==> src/rtl/mem_arbiter.sv <==
// Two-port (fetch I / data D) arbiter for a single-ported multicycle memory, D-priority with
// bounded I starvation. Define MEM_ARBITER_STATS_EN to add saturating grant/conflict counters.
module mem_arbiter #(
  parameter int unsigned STARVE_MAX = 4,
  parameter int unsigned AW         = 16,
  parameter int unsigned DW         = 16
) (
  input  logic          clk,
  input  logic          rst_n,
  input  logic          i_req,
  input  logic [AW-1:0] i_addr,
  output logic [DW-1:0] i_rdata,
  output logic          i_ready,
  input  logic          d_req,
  input  logic          d_we,
  input  logic [AW-1:0] d_addr,
  input  logic [DW-1:0] d_wdata,
  output logic [DW-1:0] d_rdata,
  output logic          d_ready,
  output logic          mem_en,
  output logic          mem_we,
  output logic [AW-1:0] mem_addr,
  output logic [DW-1:0] mem_wdata,
`ifdef MEM_ARBITER_STATS_EN
  output logic [15:0]   stat_i_grants,
  output logic [15:0]   stat_d_grants,
  output logic [15:0]   stat_conflicts,
`endif
  input  logic [DW-1:0] mem_rdata,
  input  logic          mem_valid
);

  typedef enum logic [1:0] {StIdle, StIssue, StWait, StDone} state_e;

  localparam int unsigned CntW = (STARVE_MAX > 0) ? $clog2(STARVE_MAX + 1) : 1;
  localparam logic [CntW-1:0] StarveMax = CntW'(STARVE_MAX);

  state_e          state_q, state_d;
  logic            owner_i_q, owner_i_d;
  logic [CntW-1:0] starve_q, starve_d;
  logic            mem_en_q, mem_en_d;
  logic            mem_we_q, mem_we_d;
  logic [AW-1:0]   mem_addr_q, mem_addr_d;
  logic [DW-1:0]   mem_wdata_q, mem_wdata_d;
  logic [DW-1:0]   i_rdata_q, i_rdata_d;
  logic [DW-1:0]   d_rdata_q, d_rdata_d;
  logic            i_ready_q, i_ready_d;
  logic            d_ready_q, d_ready_d;
  logic            grant_i, grant_d;

  always_comb begin
    state_d     = state_q;
    owner_i_d   = owner_i_q;
    starve_d    = starve_q;
    mem_en_d    = 1'b0;
    mem_we_d    = mem_we_q;
    mem_addr_d  = mem_addr_q;
    mem_wdata_d = mem_wdata_q;
    i_rdata_d   = i_rdata_q;
    d_rdata_d   = d_rdata_q;
    i_ready_d   = 1'b0;
    d_ready_d   = 1'b0;
    grant_i     = 1'b0;
    grant_d     = 1'b0;

    unique case (state_q)
      StIdle: begin
        // I wins when alone, or when D has been granted StarveMax times in a row over it.
        if (i_req && (!d_req || ((STARVE_MAX > 0) && (starve_q == StarveMax)))) begin
          grant_i = 1'b1;
        end else if (d_req) begin
          grant_d = 1'b1;
        end

        if (grant_i) begin
          owner_i_d   = 1'b1;
          mem_addr_d  = i_addr;
          mem_we_d    = 1'b0;
          mem_wdata_d = '0;
          mem_en_d    = 1'b1;
          starve_d    = '0;
          state_d     = StIssue;
        end else if (grant_d) begin
          owner_i_d   = 1'b0;
          mem_addr_d  = d_addr;
          mem_we_d    = d_we;
          mem_wdata_d = d_wdata;
          mem_en_d    = 1'b1;
          state_d     = StIssue;
          if (!i_req) begin
            starve_d = '0;
          end else if (starve_q != StarveMax) begin
            starve_d = starve_q + 1'b1;
          end
        end
      end
      StIssue: state_d = StWait;
      StWait: begin
        if (mem_valid) begin
          if (owner_i_q) begin
            i_ready_d = 1'b1;
            i_rdata_d = mem_rdata;
          end else begin
            d_ready_d = 1'b1;
            if (!mem_we_q) d_rdata_d = mem_rdata;
          end
          state_d = StDone;
        end
      end
      StDone:  state_d = StIdle;
      default: state_d = StIdle;
    endcase
  end

  always_ff @(posedge clk) begin
    if (!rst_n) begin
      state_q     <= StIdle;
      owner_i_q   <= 1'b0;
      starve_q    <= '0;
      mem_en_q    <= 1'b0;
      mem_we_q    <= 1'b0;
      mem_addr_q  <= '0;
      mem_wdata_q <= '0;
      i_rdata_q   <= '0;
      d_rdata_q   <= '0;
      i_ready_q   <= 1'b0;
      d_ready_q   <= 1'b0;
    end else begin
      state_q     <= state_d;
      owner_i_q   <= owner_i_d;
      starve_q    <= starve_d;
      mem_en_q    <= mem_en_d;
      mem_we_q    <= mem_we_d;
      mem_addr_q  <= mem_addr_d;
      mem_wdata_q <= mem_wdata_d;
      i_rdata_q   <= i_rdata_d;
      d_rdata_q   <= d_rdata_d;
      i_ready_q   <= i_ready_d;
      d_ready_q   <= d_ready_d;
    end
  end

  assign i_rdata   = i_rdata_q;
  assign i_ready   = i_ready_q;
  assign d_rdata   = d_rdata_q;
  assign d_ready   = d_ready_q;
  assign mem_en    = mem_en_q;
  assign mem_we    = mem_we_q;
  assign mem_addr  = mem_addr_q;
  assign mem_wdata = mem_wdata_q;

`ifdef MEM_ARBITER_STATS_EN
  logic [15:0] stat_i_q, stat_i_d;
  logic [15:0] stat_d_q, stat_d_d;
  logic [15:0] stat_c_q, stat_c_d;

  always_comb begin
    stat_i_d = stat_i_q;
    stat_d_d = stat_d_q;
    stat_c_d = stat_c_q;
    if (grant_i && (stat_i_q != 16'hFFFF)) stat_i_d = stat_i_q + 16'd1;
    if (grant_d && (stat_d_q != 16'hFFFF)) stat_d_d = stat_d_q + 16'd1;
    if ((state_q == StIdle) && i_req && d_req && (stat_c_q != 16'hFFFF)) begin
      stat_c_d = stat_c_q + 16'd1;
    end
  end

  always_ff @(posedge clk) begin
    if (!rst_n) begin
      stat_i_q <= '0;
      stat_d_q <= '0;
      stat_c_q <= '0;
    end else begin
      stat_i_q <= stat_i_d;
      stat_d_q <= stat_d_d;
      stat_c_q <= stat_c_d;
    end
  end

  assign stat_i_grants  = stat_i_q;
  assign stat_d_grants  = stat_d_q;
  assign stat_conflicts = stat_c_q;
`endif

endmodule
==> config.mk <==
export PLATFORM = sky130hd
export DESIGN_NAME = mem_arbiter
export DESIGN_NICKNAME = d
export VERILOG_FILES = /design/src/rtl/mem_arbiter.sv
export SDC_FILE = /design/constraint.sdc
export NUM_CORES = 1
export LEC_CHECK = 0
export ABC_AREA = 1
export CORE_ASPECT_RATIO = 1.1
export CORE_MARGIN = 2
export CORE_UTILIZATION = 45
export CTS_CLUSTER_DIAMETER = 80
export DETAILED_ROUTE_END_ITERATION = 8
export PLACE_DENSITY = 0.84
export SYNTH_ARGS = -nofsm -noshare
export SYNTH_HDL_FRONTEND = slang
export SYNTH_SLANG_ARGS = --single-unit
==> constraint.sdc <==
create_clock -name clk -period 2.97 [get_ports clk]
set_clock_uncertainty 0.05 [all_clocks]
set_input_delay 0.4455 -clock clk [delete_from_list [all_inputs] [get_ports clk]]
set_output_delay 0.4455 -clock clk [all_outputs]
set_load 0.05 [all_outputs]
### Word level (Yosys, flattened, before mapping)

Cells that the tools add are included.

* add/sub/neg operators: 1
* eq/ne operators: 8
* mux-type cells: 25
* bitwise operators: 2
* reduce and logical (&&, ||, !) cells: 12

Operators by type and width (count)
* 2-to-1 mux 16 bit: 4
* 2-to-1 mux 1 bit: 13
* 2-to-1 mux 3 bit: 4
* AND reduction 3 bit: 3
* case mux 2 bit (4 select lines): 1
* 2-to-1 mux 2 bit: 3
* != test 3 bit (second input constant): 2
* AND reduction 2 bit: 3
* equality test 2 bit (second input constant): 2
* AND reduction 4 bit: 1
* adder 3 x 1 -> 3 bit (second input constant): 1
* equality test 3 bit (second input constant): 1
* != test 3 x 1 -> 1 bit (second input constant): 1
* equality test 2 x 1 -> 1 bit (second input constant): 1
* zero test 2 bit: 1
* != test 2 bit (second input constant): 1
* inverter 1 bit: 2
* nonzero test 2 bit: 1
* logical AND 1 bit: 1
* zero test 1 bit: 1
* logical OR 1 bit: 1

* register bits after elaboration: 74
* bits of input ports: 70
* logic and storage cells: 59

### Depth between registers and ports, before layout

Gate-level depths: netlist of the first run.

* word-level depth: 8
* gate-level depth with buffers: 9
* mapped depth without buffers: 9

### Worst setup path before layout of the first run

Ideal clock, no wire load.

* kind: reg-to-reg
* from: register state_q[0]
* to: register i_rdata_q[14], in the netlist i_rdata[14]
* setup time: 132 ps
* data arrival time: 1186 ps
* data required time: 2788 ps
* path slack: 1602 ps
* stages on the path, launching flop included: 9
* path buffers: 1
* period minus slack after synthesis: 1368 ps
* path through: dfxtp_1 > inv_1 > ha_1 > nand2_1 > inv_2 > nand2_1 > buf_4 > nand2_1 > a21oi_1

* word-level cells in the longest chain between the ends: 2

Ends and longest elaborated chain
* start: declaration: RTL line 38 `state_e state_q, state_d;`
* start signal: assignment: RTL line 117 `state_q <= StIdle;`
* start signal: assignment: RTL line 129 `state_q <= state_d;`
* equality test 2 bit: RTL line 66 `unique case (state_q)`
* AND reduction 3 bit (no line)
* end signal: assignment: RTL line 136 `i_rdata_q <= i_rdata_d;`
* end: declaration: RTL line 45 `logic [DW-1:0] i_rdata_q, i_rdata_d;`

No other way between the ends.
A chain may end at the register's enable or synchronous reset.

### Worst setup path in the final report of the first run

* from: register mem_we_q, in the netlist mem_we
* to: output port mem_we

RTL lines
* start: declaration: RTL line 42 `logic mem_we_q, mem_we_d;`
* start signal: assignment: RTL line 133 `mem_we_q <= mem_we_d;`
* end: declaration: RTL line 21 `output logic mem_we,`

No word-level cell between the ends.

==> results of run 1 <==
## synthesized netlist by cell type, drive strengths merged
library cell  count
nor2             89
dfxtp            74
nand2            55
a21oi            54
o21ai            51
nand3            35
inv              27
buf              22
clkbuf            7
ha                5
nor3              1
## power breakdown
group | switching, mW | internal [mW] | leakage (nW) | total (mW)
Clock | 0.349 | 0.348 | 0.0924 | 0.697
Combinational | 1.25 | 0.640 | 1.12 | 1.89
Sequential | 0.123 | 1.21 | 0.606 | 1.33
## kinds of logic (layout without fill, tap and decap cells)
| family | count (synthesis) | in the layout |
|---|---|---|
| AO/OA/AOI/OAI | 105 | 105 |
| adder cells (fa/ha/maj) | 5 | 5 |
| buffers and inverters | 56 | 183 |
| flip-flops | 74 | 74 |
| AND/OR/NAND/NOR | 180 | 180 |
## stage by stage
step	hold slack, ns	cells	setup WS, ns	util	area (um^2)
after floorplan	0.4058	420	1.602	-	3068
after global placement	0.4030	613	0.8196	0.6695	4414
after detailed placement	0.4093	613	0.7549	0.6695	4414
after CTS	0.4207	629	0.9198	0.6970	4596
after global routing	0.4413	629	0.8087	0.6970	4596
final	0.4201	629	0.9477	0.6970	4596
## routing by layer
layer | wire (um) | vias to the layer above | track usage
met5 | 0 | - | 0
met4 | 132 | 0 | 0.08060
met3 | 695 | 10 | 0.06400
met2 | 3826 | 135 | 0.3663
met1 | 3335 | 1381 | 0.2650
li1 | - | 1606 | -
## worst min path at each step
| stage | startpoint | to | slack (ns) | cells past startpoint |
|---|---|---|---|---|
| after CTS | i_rdata[14] | i_rdata[14] | 0.42 | 2 |
| after global routing | i_rdata[0] | i_rdata[0] | 0.44 | 2 |
| after detailed placement | i_rdata[14] | i_rdata[14] | 0.41 | 2 |
| after global placement | i_rdata[0] | i_rdata[0] | 0.40 | 2 |
| after floorplan | state_q[1] | state_q[1] | 0.41 | 2 |
| final | i_rdata[3] | i_rdata[3] | 0.42 | 2 |
## sequential cells by signal, summed over array words and instances (netlist names)
register   count
mem_addr      16
d_rdata       16
mem_en         1
i_rdata       16
mem_we         1
owner_i_q      1
starve_q       3
i_ready        1
state_q        2
mem_wdata     16
d_ready        1
## area by class of cell
type / instances / area share
Sequential cell: 74 / 0.3224
Multi-Input combinational cell: 290 / 0.2889
Tap cell: 82 / 0.02232
Inverter: 27 / 0.02205
Timing Repair Buffer: 140 / 0.3049
Clock inverter: 4 / 0.005717
Clock buffer: 12 / 0.03376
==> run summary, run 1 <==
Post-CTS Setup Repair Bufs -> 0
Worst path bufs/invs -> 1
R2r endpoint -> mem_wdata[9]
Compound-Gate Fraction of Synth Area -> 0.1725
Initial Util -> 0.4653
CTS tree -> done
Critical Path, Cell by Cell -> clkdlybuf4s50_1
Number of H-tree levels -> 3
Mapped Cells -> 420
Die X -> 82.73 um
Vias in the first global route -> 2,932
Total CTS buffers -> 9
Critical Path Sink -> mem_we
Max_cap viols -> 0
P per Cell Area -> 852.7 nW/um^2
Status -> finished, final reports clean
Final Setup Violations -> 0
R2r setup slk -> 1.03 ns
Worst setup EP type -> output pin
Fillers -> 570
LEAKAGE -> 1.813 nW
Vert. Die Dim -> 90.60 um
Mux share of post-synthesis cell area -> 0
Post-synthesis sequential area ratio -> 0.4829
Post-synth top area share -> 0.4829
Max-slew violations -> 0
Total power -> 3.919 mW
Clk sink count -> 74
Core Rows -> 31
Crit path launch type -> register
Post-Route WL -> 7989 um
Global Route Usage Sum -> 0.2204
Pin count of the biggest net entering global routing -> 54
Drt first pass iters -> 4
Sequential cell area -> 1481 um^2
Final hold vios -> 0
Wire per inst -> 12.70 um
Post-Syn Area per Cell -> 7.305 um^2
VDD IR max -> 0.0006203 V
Bufs on Longest Clock Path -> 2
Synth area leader -> dfxtp_1
Post-DP HPWL -> 5653 um
Arrival time at the worst endpoint -> 1.53 ns
FMAX -> 0.4945 GHz
Xor and xnor area share after synthesis -> 0
Antenna viol nets, final -> 0
Top cells by area, synth -> dfxtp_1, nor2_1, a21oi_1, o21ai_1, nand2_1
ANT cells -> 0
Reg2Reg Depth -> 7
RSZ-0062 raised after global routing -> no
Cell variety after synth -> 18
DR vias -> 3,132
Io pins -> 138
Crit path max-delay family -> buffers and inverters
Syn nets -> 495
Multi-input gate area -> 1328 um^2
Critical path type -> register to output pin
Setup_tns -> 0 ns
CP max stage delay -> 0.82 ns
Final worst-path cycle share -> 0.6809
Seq cells post-synth -> 74
Initial antenna violation count -> 0
CORE AREA -> 6594 um^2
Least-Margin Pin Slew -> 0.8429 ns
Residual DRC count -> 0
Post-CTS Hold Buffers -> 0
Share of cells above drive strength 1 -> 0.04936
DRT iter0 DRCs -> 138
Reg2reg start -> starve_q[0]
Most frequent cells in the layout -> clkdlybuf4s50_1, nor2_1, dfxtp_1
Adder-cell share of the synthesized area -> 0.02039
Final min period -> 2.022 ns
Crit. path cell count -> 1
Most common cell after layout, fill and taps aside -> clkdlybuf4s50_1
Area growth from synthesis to layout -> 49.80%
Clock root cell -> clkbuf_8
First-pass GRT wire length -> 13,070 um
Port Buffers -> 137
Worst hold path class -> register to register
Largest family of logic cells by synthesized area -> simple AND/OR/NAND/NOR gates
Routability Congestion -> 0.8022
Req. time, crit path -> 2.47 ns
Final net count -> 617
Cell Area, Synth -> 3068 um^2
CP startpoint -> mem_we
Slew Limit Headroom -> 0.4380
Post-Synth Simple-Gate Area -> 0.2398
Detailed-route vias per instance -> 4.979
Syn. warnings -> 0
Die Area -> 7495 um^2
Slowest-stage cell, CP -> clkdlybuf4s50_1
Worst skew pair latency -> 0.33 ns
Crit Path Max Fanout -> 3
Post_cts resized -> 0
Clk pin slew, worst setup/hold paths -> 0.07 ns
Gr ovfl total -> 0
Note: power is estimated with default switching activity, not from simulation.
==> run 2, diff against run 1 <==
--- a/config.mk
+++ b/config.mk
@@ -8,10 +8,10 @@
 export ABC_AREA = 1
 export CORE_ASPECT_RATIO = 1.1
 export CORE_MARGIN = 2
-export CORE_UTILIZATION = 45
+export CORE_UTILIZATION = 38
 export CTS_CLUSTER_DIAMETER = 80
 export DETAILED_ROUTE_END_ITERATION = 8
-export PLACE_DENSITY = 0.84
+export PLACE_DENSITY = 0.75
 export SYNTH_ARGS = -nofsm -noshare
 export SYNTH_HDL_FRONTEND = slang
 export SYNTH_SLANG_ARGS = --single-unit
==> constraint.sdc (replaced) <==
create_clock -name clk -period 1.7 [get_ports clk]
set_clock_uncertainty 0.05 [all_clocks]
set_input_delay 0.255 -clock clk [delete_from_list [all_inputs] [get_ports clk]]
set_output_delay 0.255 -clock clk [all_outputs]
set_load 0.05 [all_outputs]
==> run summary, run 2 (synthesis gave the netlist of run 1 again) <==
Status -> finished, final reports clean (unchanged)
Pin count of the biggest net entering global routing -> 37 (was 54)
Least-Margin Pin Slew -> 0.3307 ns (was 0.8429 ns)
Io pins -> 138 (unchanged)
Max_cap viols -> 0 (unchanged)
DRT iter0 DRCs -> 110 (was 138)
VDD IR max -> 0.001041 V (was 0.0006203 V)
Final Setup Violations -> 0 (unchanged)
Vias in the first global route -> 2,959 (was 2,932)
Max-slew violations -> 0 (unchanged)
Crit path launch type -> register (unchanged)
Clk sink count -> 74 (unchanged)
WL met2 -> 3624 um (was 3826 um)
Reg2reg start -> starve_q[0] (unchanged)
Critical Path Sink -> mem_wdata[4] (was mem_we)
Final hold vios -> 0 (unchanged)
Crit path top cell by count -> nand2_2
Number of H-tree levels -> 3 (unchanged)
Most frequent cells in the layout -> nor2_1, buf_4, dfxtp_1 (was clkdlybuf4s50_1, nor2_1, dfxtp_1)
Critical path type -> register to register (was register to output pin)
CORE AREA -> 7870 um^2 (was 6594 um^2)
Initial Util -> 0.3898 (was 0.4653)
Vert. Die Dim -> 98.24 um (was 90.60 um)
Req. time, crit path -> 1.88 ns (was 2.47 ns)
Drt first pass iters -> 4 (unchanged)
Crit Path Max Fanout -> 17 (was 3)
Most common cell after layout, fill and taps aside -> nor2_1 (was clkdlybuf4s50_1)
Final net count -> 632 (was 617)
Metal3 WL -> 588 um (was 695 um)
Die X -> 89.67 um (was 82.73 um)
Top Layer Used -> met4 (unchanged)
Global Route Usage Sum -> 0.1813 (was 0.2204)
CTS tree -> done (unchanged)
Post_cts resized -> 0 (unchanged)
Slew Limit Headroom -> 0.7796 (was 0.4380)
Share of cells above drive strength 1 -> 0.1975 (was 0.04936)
Critical Path, Cell by Cell -> inv_1 -> ha_1 -> nand2_1 -> nand2_2 -> nand2_2 -> a21oi_1 -> nor2_1 (was clkdlybuf4s50_1)
R2r setup slk -> 0.17 ns (was 1.03 ns)
P per Cell Area -> 1560 nW/um^2 (was 852.7 nW/um^2)
Routability Congestion -> 0.7802 (was 0.8022)
Post-CTS Setup Repair Bufs -> 0 (unchanged)
Setup_tns -> 0 ns (unchanged)
Bufs on Longest Clock Path -> 2 (unchanged)
DP Area -> 4427 um^2 (was 4414 um^2)
LEAKAGE -> 2.049 nW (was 1.813 nW)
Worst setup EP type -> register (was output pin)
Reg2Reg Depth -> 7 (unchanged)
Post-CTS Hold Buffers -> 0 (unchanged)
Post-Route WL -> 7840 um (was 7989 um)
DR vias -> 3,138 (was 3,132)
CP startpoint -> starve_q[0] (was mem_we)
Clock root cell -> clkbuf_8 (unchanged)
Detailed-route vias per instance -> 4.684 (was 4.979)
Post-DP HPWL -> 5859 um (was 5653 um)
RSZ-0062 raised after global routing -> no (unchanged)
Post-Place Cells -> 654 (was 613)
Design area -> 4674 um^2 (was 4596 um^2)
Worst skew pair latency -> 0.33 ns (about the same)
Residual DRC count -> 0 (unchanged)
Final min period -> 1.526 ns
Total CTS buffers -> 9 (unchanged)
Die Area -> 8809 um^2 (was 7495 um^2)
Total power -> 7.293 mW (was 3.919 mW)
Clk pin slew, worst setup/hold paths -> 0.08 ns (was 0.07 ns)
Final worst-path cycle share -> 0.8975
Wl on met1 -> 3532 um (was 3335 um)
Worst hold slack -> 0.2885 ns (was 0.4201 ns)
R2r endpoint -> mem_wdata[4] (was mem_wdata[9])
First-pass GRT wire length -> 12,910 um (was 13,070 um)
Final Non-Filler Cells -> 670 (was 629)
Area growth from synthesis to layout -> 52.37% (was 49.80%)
Worst hold path class -> input pin to register (was register to register)
ANT cells -> 0 (unchanged)
Port Buffers -> 137 (unchanged)
Wire per inst -> 11.70 um (was 12.70 um)
Initial antenna violation count -> 0 (unchanged)
FMAX -> 0.6554 GHz
Slowest-stage cell, CP -> dfxtp_1 (was clkdlybuf4s50_1)
CP max stage delay -> 0.32 ns (was 0.82 ns)
Core Rows -> 34 (was 31)
Gr ovfl total -> 0 (unchanged)
Antenna viol nets, final -> 0 (unchanged)
Arrival time at the worst endpoint -> 1.71 ns (was 1.53 ns)
Fillers -> 730 (was 570)
[run 2: worst min path at each step]
| stage | start | end | slack (ns) | cells past startpoint |
|---|---|---|---|---|
| floorplan | d_wdata[0] | mem_wdata[0] | 0.35 | 2 |
| global route | rst_n | owner_i_q | 0.29 | 3 |
| global placement | i_rdata[7] | i_rdata[7] | 0.40 | 2 |
| detailed placement | i_rdata[15] | i_rdata[15] | 0.41 | 2 |
| CTS | rst_n | i_rdata[0] | 0.28 | 3 |
| finish | rst_n | owner_i_q | 0.29 | 3 |
[run 2: final cells by class]
type                    count  area [um^2]  share of cell area
clock inverters             7        123.9             0.02650
inverters                  27        101.3             0.02168
clock buffers               9        123.9             0.02650
well taps                 108        135.1             0.02891
flip-flops and latches     74         1481              0.3169
multi-input cells         290         1328              0.2840
repair buffers            155         1381              0.2955
[run 2: power breakdown]
group          leakage, nW  switching [mW]  internal [mW]
combinational         1.32            2.20           1.12
clock                0.120           0.662          0.987
sequential           0.606           0.212           2.11
[run 2: metal layers]
layer,vias up,GRT usage
met1,1375,0.2291
met2,116,0.2981
li1,1637,-
met3,10,0.05325
met4,0,0.04822
met5,-,0
[run 2: stage by stage]
stage | setup slack [ns] | utilization
6_report | 0.1743 | 0.5940
5_1_grt | 0.009668 | 0.5940
3_5_place_dp | 0.004039 | 0.5625
4_1_cts | 0.1504 | 0.5940
2_1_floorplan | 0.3318 | -
3_3_place_gp | 0.06933 | 0.5625
[run 2: worst max-delay path, delay by kind of cell, from the launching register on]
family          cells  cell delay [ns]
simple gates        4             0.60
flops               1             0.32
compound gates      1             0.21
fa+ha+maj           1             0.15
buf+inv             1             0.08
==> run 3, diff against run 2 <==
--- a/config.mk
+++ b/config.mk
@@ -6,6 +6,7 @@
 export NUM_CORES = 1
 export LEC_CHECK = 0
 export ABC_AREA = 1
+export CAP_MARGIN = 10
 export CORE_ASPECT_RATIO = 1.1
 export CORE_MARGIN = 2
 export CORE_UTILIZATION = 38
==> results of run 3 <==
No change in the layout: final DEF, timing and power equal those of run 2.
